`config.mk`:
```
export PLATFORM = sky130hd
export DESIGN_NAME = sr_ff_monitor
export DESIGN_NICKNAME = d
export VERILOG_FILES = /design/src/rtl/sr_ff_monitor.sv
export SDC_FILE = /design/constraint.sdc
export NUM_CORES = 1
export LEC_CHECK = 0
export ABC_CLOCK_PERIOD_IN_PS = 2800
export BUFFER_PORTS_ARGS = -buffer_cell sky130_fd_sc_hd__buf_2
export CAP_MARGIN = 20
export CELL_PAD_IN_SITES_DETAIL_PLACEMENT = 0
export CELL_PAD_IN_SITES_GLOBAL_PLACEMENT = 1
export CORE_UTILIZATION = 40
export CTS_CLUSTER_SIZE = 20
export DETAILED_ROUTE_END_ITERATION = 10
export PLACE_DENSITY_LB_ADDON = 0.1
export SLEW_MARGIN = 30
export SYNTH_ARGS = -nofsm -noshare
export SYNTH_HDL_FRONTEND = slang
export SYNTH_SLANG_ARGS = --single-unit
export TNS_END_PERCENT = 10
```
`constraint.sdc`:
```
create_clock -name clk -period 2.8 [get_ports clk]
set_clock_uncertainty 0.1 [all_clocks]
set_input_delay 0.42 -clock clk [delete_from_list [all_inputs] [get_ports clk]]
set_output_delay 0.42 -clock clk [all_outputs]
set_load 0.01 [all_outputs]
```
`src/rtl/sr_ff_monitor.sv`:
```
// Checks an SR flip-flop under test against a cycle-accurate reference model.
// Build macro SR_MON_QB_CHECK_EN also checks that qb is the complement of q.
module sr_ff_monitor #(
  parameter int CNT_W = 8
) (
  input  logic             clk,
  input  logic             rst_n,
  input  logic             s,
  input  logic             r,
  input  logic             q,
  input  logic             qb,
  input  logic             clr,
  output logic             exp_q,
  output logic             exp_vld,
  output logic             mismatch,
  output logic [CNT_W-1:0] err_cnt,
  output logic [CNT_W-1:0] illegal_cnt,
  output logic             fail
);

  typedef enum logic [1:0] {
    UNKNOWN = 2'd0,
    TRACK   = 2'd1,
    INVALID = 2'd2
  } state_t;

  state_t state, state_nxt;
  logic   exp_q_nxt;
  logic   trk, q_err, qb_err, err, illegal;

  assign trk     = (state == TRACK);
  assign illegal = s & r;
  assign q_err   = trk & (q != exp_q);

`ifdef SR_MON_QB_CHECK_EN
  assign qb_err = trk & (qb == q);
`else
  logic unused_qb;
  assign unused_qb = qb;
  assign qb_err    = 1'b0;
`endif

  // Both checks failing on one edge still counts as a single error.
  assign err = q_err | qb_err;

  always_ff @(posedge clk) begin
    if (!rst_n) state <= UNKNOWN;
    else        state <= state_nxt;
  end

  always_comb begin
    state_nxt = state;
    exp_q_nxt = exp_q;
    case ({s, r})
      2'b10: begin state_nxt = TRACK; exp_q_nxt = 1'b1; end
      2'b01: begin state_nxt = TRACK; exp_q_nxt = 1'b0; end
      2'b11: state_nxt = INVALID;
      default: ;
    endcase
  end

  always_comb begin
    exp_vld = trk;
  end

  always_ff @(posedge clk) begin
    if (!rst_n) begin
      exp_q       <= 1'b0;
      mismatch    <= 1'b0;
      err_cnt     <= '0;
      illegal_cnt <= '0;
      fail        <= 1'b0;
    end else begin
      exp_q    <= exp_q_nxt;
      mismatch <= err;
      // clr wins over same-edge increments but leaves the model alone.
      if (clr) begin
        err_cnt     <= '0;
        illegal_cnt <= '0;
        fail        <= 1'b0;
      end else begin
        if (err && (err_cnt != {CNT_W{1'b1}}))
          err_cnt <= err_cnt + 1'b1;
        if (illegal && (illegal_cnt != {CNT_W{1'b1}}))
          illegal_cnt <= illegal_cnt + 1'b1;
        if (err)
          fail <= 1'b1;
      end
    end
  end

endmodule

```
==> out/metrics.csv, run 1 <==
stage,metric,value,unit
placement,Post-DP Area,1150,µm²
synthesis,"top cells by area, synth","dfxtp_1 42%, ha_1 6.2%, nor2_1 5.2%",
synthesis,post-synthesis async set-or-reset flop share,0,%
synthesis,post-synthesis xor/xnor area fraction,6.82,%
clock_network,CTS root buf,clkbuf_4,
route,DR pass1 iterations,4,
synthesis,Post-synth top flop,dfxtp_1,
synthesis,Synth Area in Adders,6.20,%
placement,Post-DP HPWL,1470,µm
job,Max Cap Violations,0,
setup_path,Setup crit start kind,flip-flop,
worst_hold_path,worst min-delay path category,in2reg,
cells_and_area,synth-to-layout area growth,16.9,%
synthesis,Post-synth top cells,"21 x dfxtp_1, 14 x nor2_1, 7 x a21oi_1, 6 x nand2_1, 6 x nand3_1",
floorplan,core area,2300,µm²
sta,"Hold Vio Cnt, Final",0,
synthesis,"count leader, synth",dfxtp_1,
synthesis,"area leader, netlist",dfxtp_1,
global_routing,initial antenna violation count,0,
pwr,Pleak,0.528,nW
synthesis,syn_nets,123,
clock_network,CTS Hold Bufs,0,
clock_network,CTS Buf Count,3,
sta,max-slew violation count,0,
cells_and_area,layout cells sized above 1,23.2,%
synthesis,YS warnings,0,
synthesis,Syn Area/Cell,9.10,µm²
placement,IO Port Bufs,25,
setup_path,Crit Path Category,reg2out,
synthesis,Seq cells post-synth,21,
cells_and_area,Final nets,151,
cells_and_area,"Design Area, Final",1180,µm²
setup_path,Crit Reg-Reg Startpoint,err_cnt[0]$_SDFFE_PP0P_,
sta,Slew @ Worst Pin,0.673,ns
global_routing,largest net degree at the start of global routing,18,
cells_and_area,diode count,0,
clock_network,Longest Clk Path Bufs,2,
pwr,power per cell area,430,nW/µm²
synthesis,Yosys top cell area share,41.6,%
global_routing,GRT Total Usage,16.1,%
route,vias post-DR,867,
route,Detailed Route Iter0 Violations,10,
setup_path,CP max FO,5,
synthesis,simple-gate share of the synthesized area,24.4,%
worst_hold_path,hold wc startpoint,rst_n,
global_routing,vias in the first global route,753,
setup_path,Worst Setup End Kind,primary output,
setup_path,Critical Path Source,state[1]$_SDFFE_PN0P_,
synthesis,Synth Instances,111,
clock_network,Worst-Skew Late Latency,0.31,ns
setup_path,WP data arrival,1.17,ns
sta,final count of negative-setup-slack endpoints,0,
route,DRT Wirelength,1990,µm
cells_and_area,post-route insts no fill,166,
sta,FMAX,591,MHz
sta,worst hold margin,0.300,ns
clock_network,Post-CTS Setup Bufs,0,
placement,GPL Wtd Cong,0.778,
pwr,Peak VDD IR,0.262,mV
pwr,total chip power,507,µW
clock_network,Worst-path clk slew,0.11,ns
synthesis,post-synthesis sequential area ratio,41.6,%
clock_network,CTS sink cnt,21,
global_routing,GRT Residual Overflow,0,
cells_and_area,storage element area,420,µm²
setup_path,CP required,2.28,ns
synthesis,compound-gate portion of the synthesized area,13.8,%
floorplan,Placement Rows,17,
sta,RSZ-0062 raised after global routing,false,
floorplan,Ports,27,
route,antenna-violating nets left,0,
sta,shortest period the worst path allows,1.69,ns
synthesis,largest family of logic cells by synthesized area,simple AND/OR/NAND/NOR gates,
route,vias per cell,5.22,
sta,Fin Setup TNS,0,ns
floorplan,DIE HEIGHT,52.2,µm
floorplan,die width,52.2,µm
cells_and_area,area occupied by multi-input gates,557,µm²
synthesis,Post-synth EDFFs,0,
route,number of remaining DRC errors,0,
floorplan,Initial Utilization,44.0,%
clock_network,H-tree Lvls,1,
clock_network,CTS tree,built,
synthesis,Mapped Area,1010,µm²
floorplan,die footprint,2730,µm²
route,WL/cell,12.0,µm
synthesis,Yosys cell types,32,
cells_and_area,Fillers,235,
outcome,run status,completed,
sta,fin crit share,60.5,%
global_routing,first-pass GRT wire length,3240,µm
sta,Max-slew headroom,55.2,%
placement,Placed Cells,162,
clock_network,cts repair resizes,0,
synthesis,post-synthesis mux area share,3.97,%
worst max-delay path, stage by stage, from the launching register on:
cell,delay [ns]
dfxtp_1,0.33
nand2b_1,0.18
inv_1,0.19
buf_2,0.17
sequential cells by signal (all words and copies together), names as in the netlist:
name and flops:
exp_q 1, mismatch 1, state 2, fail 1, err_cnt 8, illegal_cnt 8
area by class of cell:
type	count	share of cell area, %
multi-input cells	84	47.2
inverters	4	1.27
clock inverters	1	0.424
flip-flops and latches	21	35.6
clock buffers	3	1.91
well taps	28	2.97
repair buffers	25	10.6
metal layers:
layer  share of wire (%)  GRT usage [%]  wire [µm]
met5                   0              0          0
met4                0.45           3.95          9
met3                 3.4           5.22         67
met2                  50           28.2        987
met1                  46           18.9        925
cell usage in the layout (no fill, tap or decap), types with 2 or more instances in the layout:
| cell type | n |
|---|---|
| xor2_1 | 5 |
| o211ai_1 | 2 |
| and4_1 | 2 |
| nor3_1 | 2 |
| nor2_1 | 14 |
| or3_1 | 2 |
| nand3_1 | 6 |
| inv_1 | 4 |
| ha_1 | 5 |
| nand2_1 | 6 |
| nor4_1 | 3 |
| o21ai_1 | 2 |
| buf_2 | 25 |
| clkbuf_4 | 3 |
| mux2i_1 | 4 |
| nand4_1 | 3 |
| o21ai_0 | 3 |
| and3_1 | 3 |
| a21oi_1 | 7 |
| nand2b_1 | 4 |
| dfxtp_1 | 21 |
cell families (layout without fill, tap and decap cells):
| kind of cell | Yosys count | count (layout) |
|---|---|---|
| mux | 4 | 4 |
| simple gates | 48 | 48 |
| xor+xnor | 7 | 7 |
| flops | 21 | 21 |
| compound gates | 20 | 20 |
| buf+inv | 6 | 33 |
| fa+ha+maj | 5 | 5 |
worst paths after layout:
| check | cells past startpoint | slack, ns | to |
|---|---|---|---|
| min | 2 | 0.30 | exp_q$_SDFFE_PN0P_ |
| min reg2reg | 2 | 0.38 | state[1]$_SDFFE_PN0P_ |
| max reg2reg | 5 | 1.11 | err_cnt[1]$_SDFFE_PP0P_ |
| max | 3 | 1.11 | exp_vld |
report_power, final:
group          switching [mW]  internal (mW)  leakage [nW]
combinational          0.0291         0.0205         0.340
sequential            0.00495          0.305         0.170
clock                  0.0948         0.0533        0.0177
total                   0.129          0.378         0.528
per-stage QoR:
stage | util [%] | worst slack [ns]
after floorplan | - | 1.22
after global placement | 50.2 | 1.14
after detailed placement | 50.2 | 1.13
after CTS | 51.4 | 1.10
after global routing | 51.4 | 0.967
final | 51.4 | 1.11
Power figures use the tool's default switching activity.
==> inputs of run 2 (changes only) <==
--- a/config.mk
+++ b/config.mk
@@ -5,12 +5,12 @@
 export SDC_FILE = /design/constraint.sdc
 export NUM_CORES = 1
 export LEC_CHECK = 0
-export ABC_CLOCK_PERIOD_IN_PS = 2800
+export ABC_CLOCK_PERIOD_IN_PS = 1600
 export BUFFER_PORTS_ARGS = -buffer_cell sky130_fd_sc_hd__buf_2
 export CAP_MARGIN = 20
 export CELL_PAD_IN_SITES_DETAIL_PLACEMENT = 0
 export CELL_PAD_IN_SITES_GLOBAL_PLACEMENT = 1
-export CORE_UTILIZATION = 40
+export CORE_UTILIZATION = 37
 export CTS_CLUSTER_SIZE = 20
 export DETAILED_ROUTE_END_ITERATION = 10
 export PLACE_DENSITY_LB_ADDON = 0.1
==> constraint.sdc (replaced) <==
create_clock -name clk -period 1.6 [get_ports clk]
set_clock_uncertainty 0.1 [all_clocks]
set_input_delay 0.24 -clock clk [delete_from_list [all_inputs] [get_ports clk]]
set_output_delay 0.24 -clock clk [all_outputs]
set_load 0.01 [all_outputs]
==> run 2 against run 1 <==
Compared with the run above:
- hold slack worse by 0.19 ns
- register-to-register slack worse by 1.0 ns
- cell count is 6.6% higher
- clock-buffer cell count is 1 higher
- combinational power is 98% higher
- design area is 6.4% higher
- flip-flop and latch count stayed put
- global-route usage is 1.0 points lower
- critical path type unchanged
- largest power group unchanged
==> out/metrics.csv, run 2 (synthesized netlist as in run 1, its figures left out) <==
stage,metric,value,unit
pwr,total net switching power,216,µW
sta,shortest period the worst path allows,1.52,ns
route,vias per cell,5.05,
sta,final count of negative-setup-slack endpoints,0,
floorplan,Initial Utilization,40.0,%
setup_path,r2r endpoint,err_cnt[4]$_SDFFE_PP0P_,
pwr,Pleak,0.572,nW
global_routing,GRT Residual Overflow,0,
placement,IO Port Bufs,25,
setup_path,Setup crit start kind,flip-flop,
setup_path,CP max stage delay,0.33,ns
clock_network,CTS sink cnt,21,
cells_and_area,synth-to-layout area growth,24.3,%
placement,GPL Wtd Cong,0.736,
clock_network,cts repair resizes,0,
setup_path,reg2reg path depth,5,
sta,Slew @ Worst Pin,0.316,ns
cells_and_area,Final nets,160,
pwr,Switching Share,24.3,%
setup_path,WP data arrival,1.18,ns
route,DR pass1 iterations,4,
cells_and_area,"commonest cells after routing, fill and taps aside","25 x buf_2, 21 x dfxtp_1, 14 x nor2_1, 9 x buf_4, 7 x a21oi_1",
pwr,power per cell area,710,nW/µm²
clock_network,CTS Buf Count,3,
sta,FMAX,657,MHz
floorplan,DIE HEIGHT,54.2,µm
outcome,run status,completed,
pwr,Int Pwr,675,µW
floorplan,die footprint,2940,µm²
setup_path,CP max FO,5,
sta,"Hold Vio Cnt, Final",0,
pwr,combinational power share,11.0,%
cells_and_area,Top Registers,"err_cnt (8), illegal_cnt (8), state (2)",
job,Max Cap Violations,0,
sta,RSZ-0062 raised after global routing,false,
global_routing,largest net degree at the start of global routing,12,
clock_network,Worst-Skew Late Latency,0.29,ns
route,number of remaining DRC errors,0,
pwr,Peak VDD IR,0.482,mV
route,Detailed Route Iter0 Violations,5,
setup_path,Critical Path Source,state[1]$_SDFFE_PN0P_,
sta,Max-slew headroom,78.7,%
setup_path,Worst Setup End Kind,primary output,
clock_network,Worst-path clk slew,0.11,ns
pwr,Clock Power Share,28.2,%
clock_network,Post-CTS Setup Bufs,0,
sta,max-slew violation count,0,
cells_and_area,Fillers,263,
setup_path,CP required,1.26,ns
floorplan,Placement Rows,18,
route,WL/cell,11.3,µm
global_routing,initial antenna violation count,0,
sta,fin crit share,95.1,%
global_routing,GRT Total Usage,15.1,%
clock_network,CTS root buf,clkbuf_4,
setup_path,R2R Setup Slk,0.09,ns
global_routing,vias in the first global route,805,
floorplan,die width,54.2,µm
placement,Post-DP HPWL,1550,µm
setup_path,Crit Path Category,reg2out,
sta,Fin Setup TNS,0,ns
pwr,sequential cell fraction of total power,60.8,%
global_routing,first-pass GRT wire length,3200,µm
cells_and_area,"commonest non-fill, non-tap cell in the layout",buf_2,
worst_hold_path,worst min-delay path category,in2reg,
setup_path,CP max stage cell,dfxtp_1,
clock_network,CTS Hold Bufs,0,
cells_and_area,diode count,0,
setup_path,CP Capture Point,exp_vld,
pwr,total chip power,891,µW
setup_path,Crit Reg-Reg Startpoint,err_cnt[0]$_SDFFE_PP0P_,
clock_network,H-tree Lvls,1,
route,DRT Wirelength,2000,µm
setup_path,critical-path cell list,"nand2b_1, inv_1, buf_2",
route,vias post-DR,893,
clock_network,CTS tree,built,
floorplan,core area,2520,µm²
cells_and_area,layout cells sized above 1,27.9,%
clock_network,Longest Clk Path Bufs,2,
route,antenna-violating nets left,0,
floorplan,Ports,27,
run 2: power groups by stage:
| stage | Sequential [mW] | Clock (mW) | Combinational (mW) |
|---|---|---|---|
| 2_1_floorplan | 0.556 | 0 | 0.0579 |
| 3_3_place_gp | 0.553 | 0 | 0.0975 |
| 3_5_place_dp | 0.553 | 0 | 0.0988 |
| 4_1_cts | 0.541 | 0.266 | 0.0993 |
| 5_1_grt | 0.543 | 0.283 | 0.111 |
| 6_report | 0.542 | 0.251 | 0.0984 |
run 2: layout make-up:
type	instances	area, µm²	share of cell area (%)
clock buffers	4	26.3	2.09
inverters	4	15.0	1.20
flip-flops and latches	21	420	33.5
repair buffers	34	193	15.4
multi-input cells	84	563	44.9
well taps	30	37.5	2.99
run 2: how the worst min path moves through the flow:
stage	slack, ns	cells after the start	startpoint	endpoint
after floorplan	0.29	1	rst_n	state[0]$_SDFFE_PN0P_
after global placement	0.35	2	fail$_SDFFE_PP0P_	fail$_SDFFE_PP0P_
after detailed placement	0.37	2	fail$_SDFFE_PP0P_	fail$_SDFFE_PP0P_
after CTS	0.10	2	rst_n	exp_q$_SDFFE_PN0P_
after global routing	0.1	2	rst_n	exp_q$_SDFFE_PN0P_
final	0.11	2	rst_n	exp_q$_SDFFE_PN0P_
run 2: through the flow:
stage               cells  instance area, µm²  util [%]  hold WS (ns)  setup WS (ns)
floorplan             111                1010         -         0.286         0.0211
global placement      173                1220      48.5         0.346         0.0870
detailed placement    173                1220      48.5         0.368         0.0644
CTS                   177                1250      49.5         0.103         0.0456
global route          177                1250      49.8        0.0991        0.00184
finish                177                1250      49.8         0.114         0.0786
run 2: routing by layer:
metal | global-route usage, % | share of wire, %
met1 | 16.9 | 47
met2 | 27.2 | 49
met3 | 2.50 | 3.4
met4 | 7.69 | 0
met5 | 0 | 0
run 2: worst max-delay path: cells and delay by family, from the launching register on:
| family | cells | cell delay [ns] |
|---|---|---|
| and+or+nand+nor | 1 | 0.20 |
| buffers and inverters | 2 | 0.36 |
| DFF | 1 | 0.33 |
==> inputs of run 3 (changes only) <==
--- a/config.mk
+++ b/config.mk
@@ -8,12 +8,10 @@
 export ABC_CLOCK_PERIOD_IN_PS = 1600
 export BUFFER_PORTS_ARGS = -buffer_cell sky130_fd_sc_hd__buf_2
 export CAP_MARGIN = 20
-export CELL_PAD_IN_SITES_DETAIL_PLACEMENT = 0
-export CELL_PAD_IN_SITES_GLOBAL_PLACEMENT = 1
-export CORE_UTILIZATION = 37
+export CORE_UTILIZATION = 50
 export CTS_CLUSTER_SIZE = 20
 export DETAILED_ROUTE_END_ITERATION = 10
-export PLACE_DENSITY_LB_ADDON = 0.1
+export PLACE_DENSITY = 0.76
 export SLEW_MARGIN = 30
 export SYNTH_ARGS = -nofsm -noshare
 export SYNTH_HDL_FRONTEND = slang
==> run 3 against run 2 <==
Compared with the run above:
- via count is 1.1% higher
- fmax is 1.7% lower
- register-to-register slack worse by 0.04 ns
- global-route usage is 4.7 points higher
- design area is 2.1% lower
- combinational power is 2.8% lower
- hold slack worse by 0.0019 ns
- sequential power hardly changed
- flip-flop and latch count stayed put
- cell count is 4.5% lower
- clock-buffer cell count stayed put
- sequential share of layout area is 0.92 points higher
- critical endpoint is now err_cnt[4]$_SDFFE_PP0P_
==> out/metrics.csv, run 3 (synthesized netlist as in run 1, its figures left out) <==
stage,metric,value,unit
outcome,run status,completed,
clock_network,CTS root buf,clkbuf_4,
global_routing,GRT Residual Overflow,0,
pwr,Peak VDD IR,0.602,mV
clock_network,Worst-path clk slew,0.11,ns
pwr,power per cell area,724,nW/µm²
floorplan,die width,46.9,µm
placement,GPL Wtd Cong,0.862,
setup_path,reg2reg path depth,5,
cells_and_area,diode count,0,
pwr,Pleak,0.555,nW
sta,final count of negative-setup-slack endpoints,0,
cells_and_area,"Design Area, Final",1230,µm²
route,vias per cell,5.34,
global_routing,GRT Total Usage,19.8,%
setup_path,CP required,1.74,ns
sta,Max-slew headroom,77.0,%
route,number of remaining DRC errors,0,
global_routing,initial antenna violation count,0,
route,DR pass1 iterations,4,
floorplan,Ports,27,
floorplan,die footprint,2200,µm²
sta,"Hold Vio Cnt, Final",0,
floorplan,Initial Utilization,56.0,%
clock_network,Longest Clk Path Bufs,2,
cells_and_area,Fillers,155,
cells_and_area,Final nets,157,
clock_network,Worst-Skew Late Latency,0.30,ns
worst_hold_path,worst min-delay path category,in2reg,
sta,FMAX,646,MHz
sta,max-slew violation count,0,
sta,fin crit share,96.8,%
clock_network,CTS Buf Count,3,
global_routing,largest net degree at the start of global routing,12,
route,Detailed Route Iter0 Violations,14,
placement,IO Port Bufs,25,
floorplan,Placement Rows,15,
clock_network,CTS tree,built,
floorplan,DIE HEIGHT,46.9,µm
cells_and_area,"commonest non-fill, non-tap cell in the layout",buf_2,
global_routing,vias in the first global route,747,
setup_path,Worst Setup End Kind,flip-flop,
cells_and_area,synth-to-layout area growth,21.7,%
floorplan,core area,1800,µm²
cells_and_area,layout cells sized above 1,28.5,%
clock_network,CTS sink cnt,21,
clock_network,H-tree Lvls,1,
sta,Slew @ Worst Pin,0.342,ns
sta,shortest period the worst path allows,1.55,ns
setup_path,Setup crit start kind,flip-flop,
cells_and_area,"commonest cells after routing, fill and taps aside","25 x buf_2, 19 x dfxtp_1, 14 x nor2_1, 7 x a21oi_1",
route,vias post-DR,903,
cells_and_area,Top Registers,"err_cnt (8), illegal_cnt (8), state (2)",
pwr,total chip power,890,µW
setup_path,Crit Path Category,reg2reg,
worst_hold_path,Hold Path Stages,2,
clock_network,CTS Hold Bufs,0,
placement,Post-DP HPWL,1460,µm
route,WL/cell,11.8,µm
job,Max Cap Violations,0,
route,DRT Wirelength,1990,µm
route,antenna-violating nets left,0,
setup_path,CP max FO,6,
setup_path,WP data arrival,1.69,ns
global_routing,first-pass GRT wire length,3040,µm
placement,Post-DP Area,1190,µm²
## run 3: cell types whose count changed in the layout (fill, tap and decap cells not counted), sizes merged
cell	before	now
buf	34	31
## run 3: metrics by stage
stage / hold slack, ns / instances / util, % / TNS [ns] / worst slack (ns)
after floorplan: 0.286 / 111 / - / 0 / 0.0211
after global placement: 0.348 / 164 / 65.8 / 0 / 0.0611
after detailed placement: 0.371 / 164 / 65.8 / 0 / 0.0320
after CTS: 0.105 / 168 / 67.3 / 0 / 0.0149
after global routing: 0.108 / 169 / 68.2 / -0.0541 / -0.0388
final: 0.112 / 169 / 68.2 / 0 / 0.0519
## run 3: path summary, 6_finish.rpt
kind	start	to	slack (ns)
worst min register to register	fail$_SDFFE_PP0P_	fail$_SDFFE_PP0P_	0.39
worst min-delay path	rst_n	exp_q$_SDFFE_PN0P_	0.11
worst max register to register	err_cnt[0]$_SDFFE_PP0P_	err_cnt[4]$_SDFFE_PP0P_	0.05
worst max-delay path	err_cnt[0]$_SDFFE_PP0P_	err_cnt[4]$_SDFFE_PP0P_	0.05
## run 3: timing repair
item,in CTS,in global routing
setup buffers,0,1
endpoints found under the hold margin,0,0
endpoints found under the setup margin,0,4
gates resized for setup,0,4
## run 3: routing by layer
metal  up-vias  GRT usage, %  wire length, µm
met2        19          37.2             1050
met5         -             0                0
met3         2          4.62               73
met1       418          20.9              855
li1        464             -                -
met4         0          8.57               15
## run 3: critical path, stage by stage, from the launching register on
cell,delay (ns)
dfxtp_2,0.36
ha_1,0.21
nand4_1,0.20
o211ai_4,0.13
or3_1,0.36
a21oi_1,0.13
## run 3: layout make-up
class | instances | area (µm²) | area share [%]
flip-flops and latches | 21 | 423 | 34.4
multi-input cells | 84 | 563 | 45.8
inverters | 4 | 15.0 | 1.22
repair buffers | 31 | 170 | 13.8
well taps | 25 | 31.3 | 2.55
clock buffers | 4 | 26.3 | 2.14
## run 3: report_power, final
part | leakage [nW] | switching (mW) | internal (mW) | total, mW
clock | 0.0150 | 0.156 | 0.0972 | 0.253
combinational | 0.368 | 0.0535 | 0.0421 | 0.0956
sequential | 0.171 | 0.00847 | 0.533 | 0.542
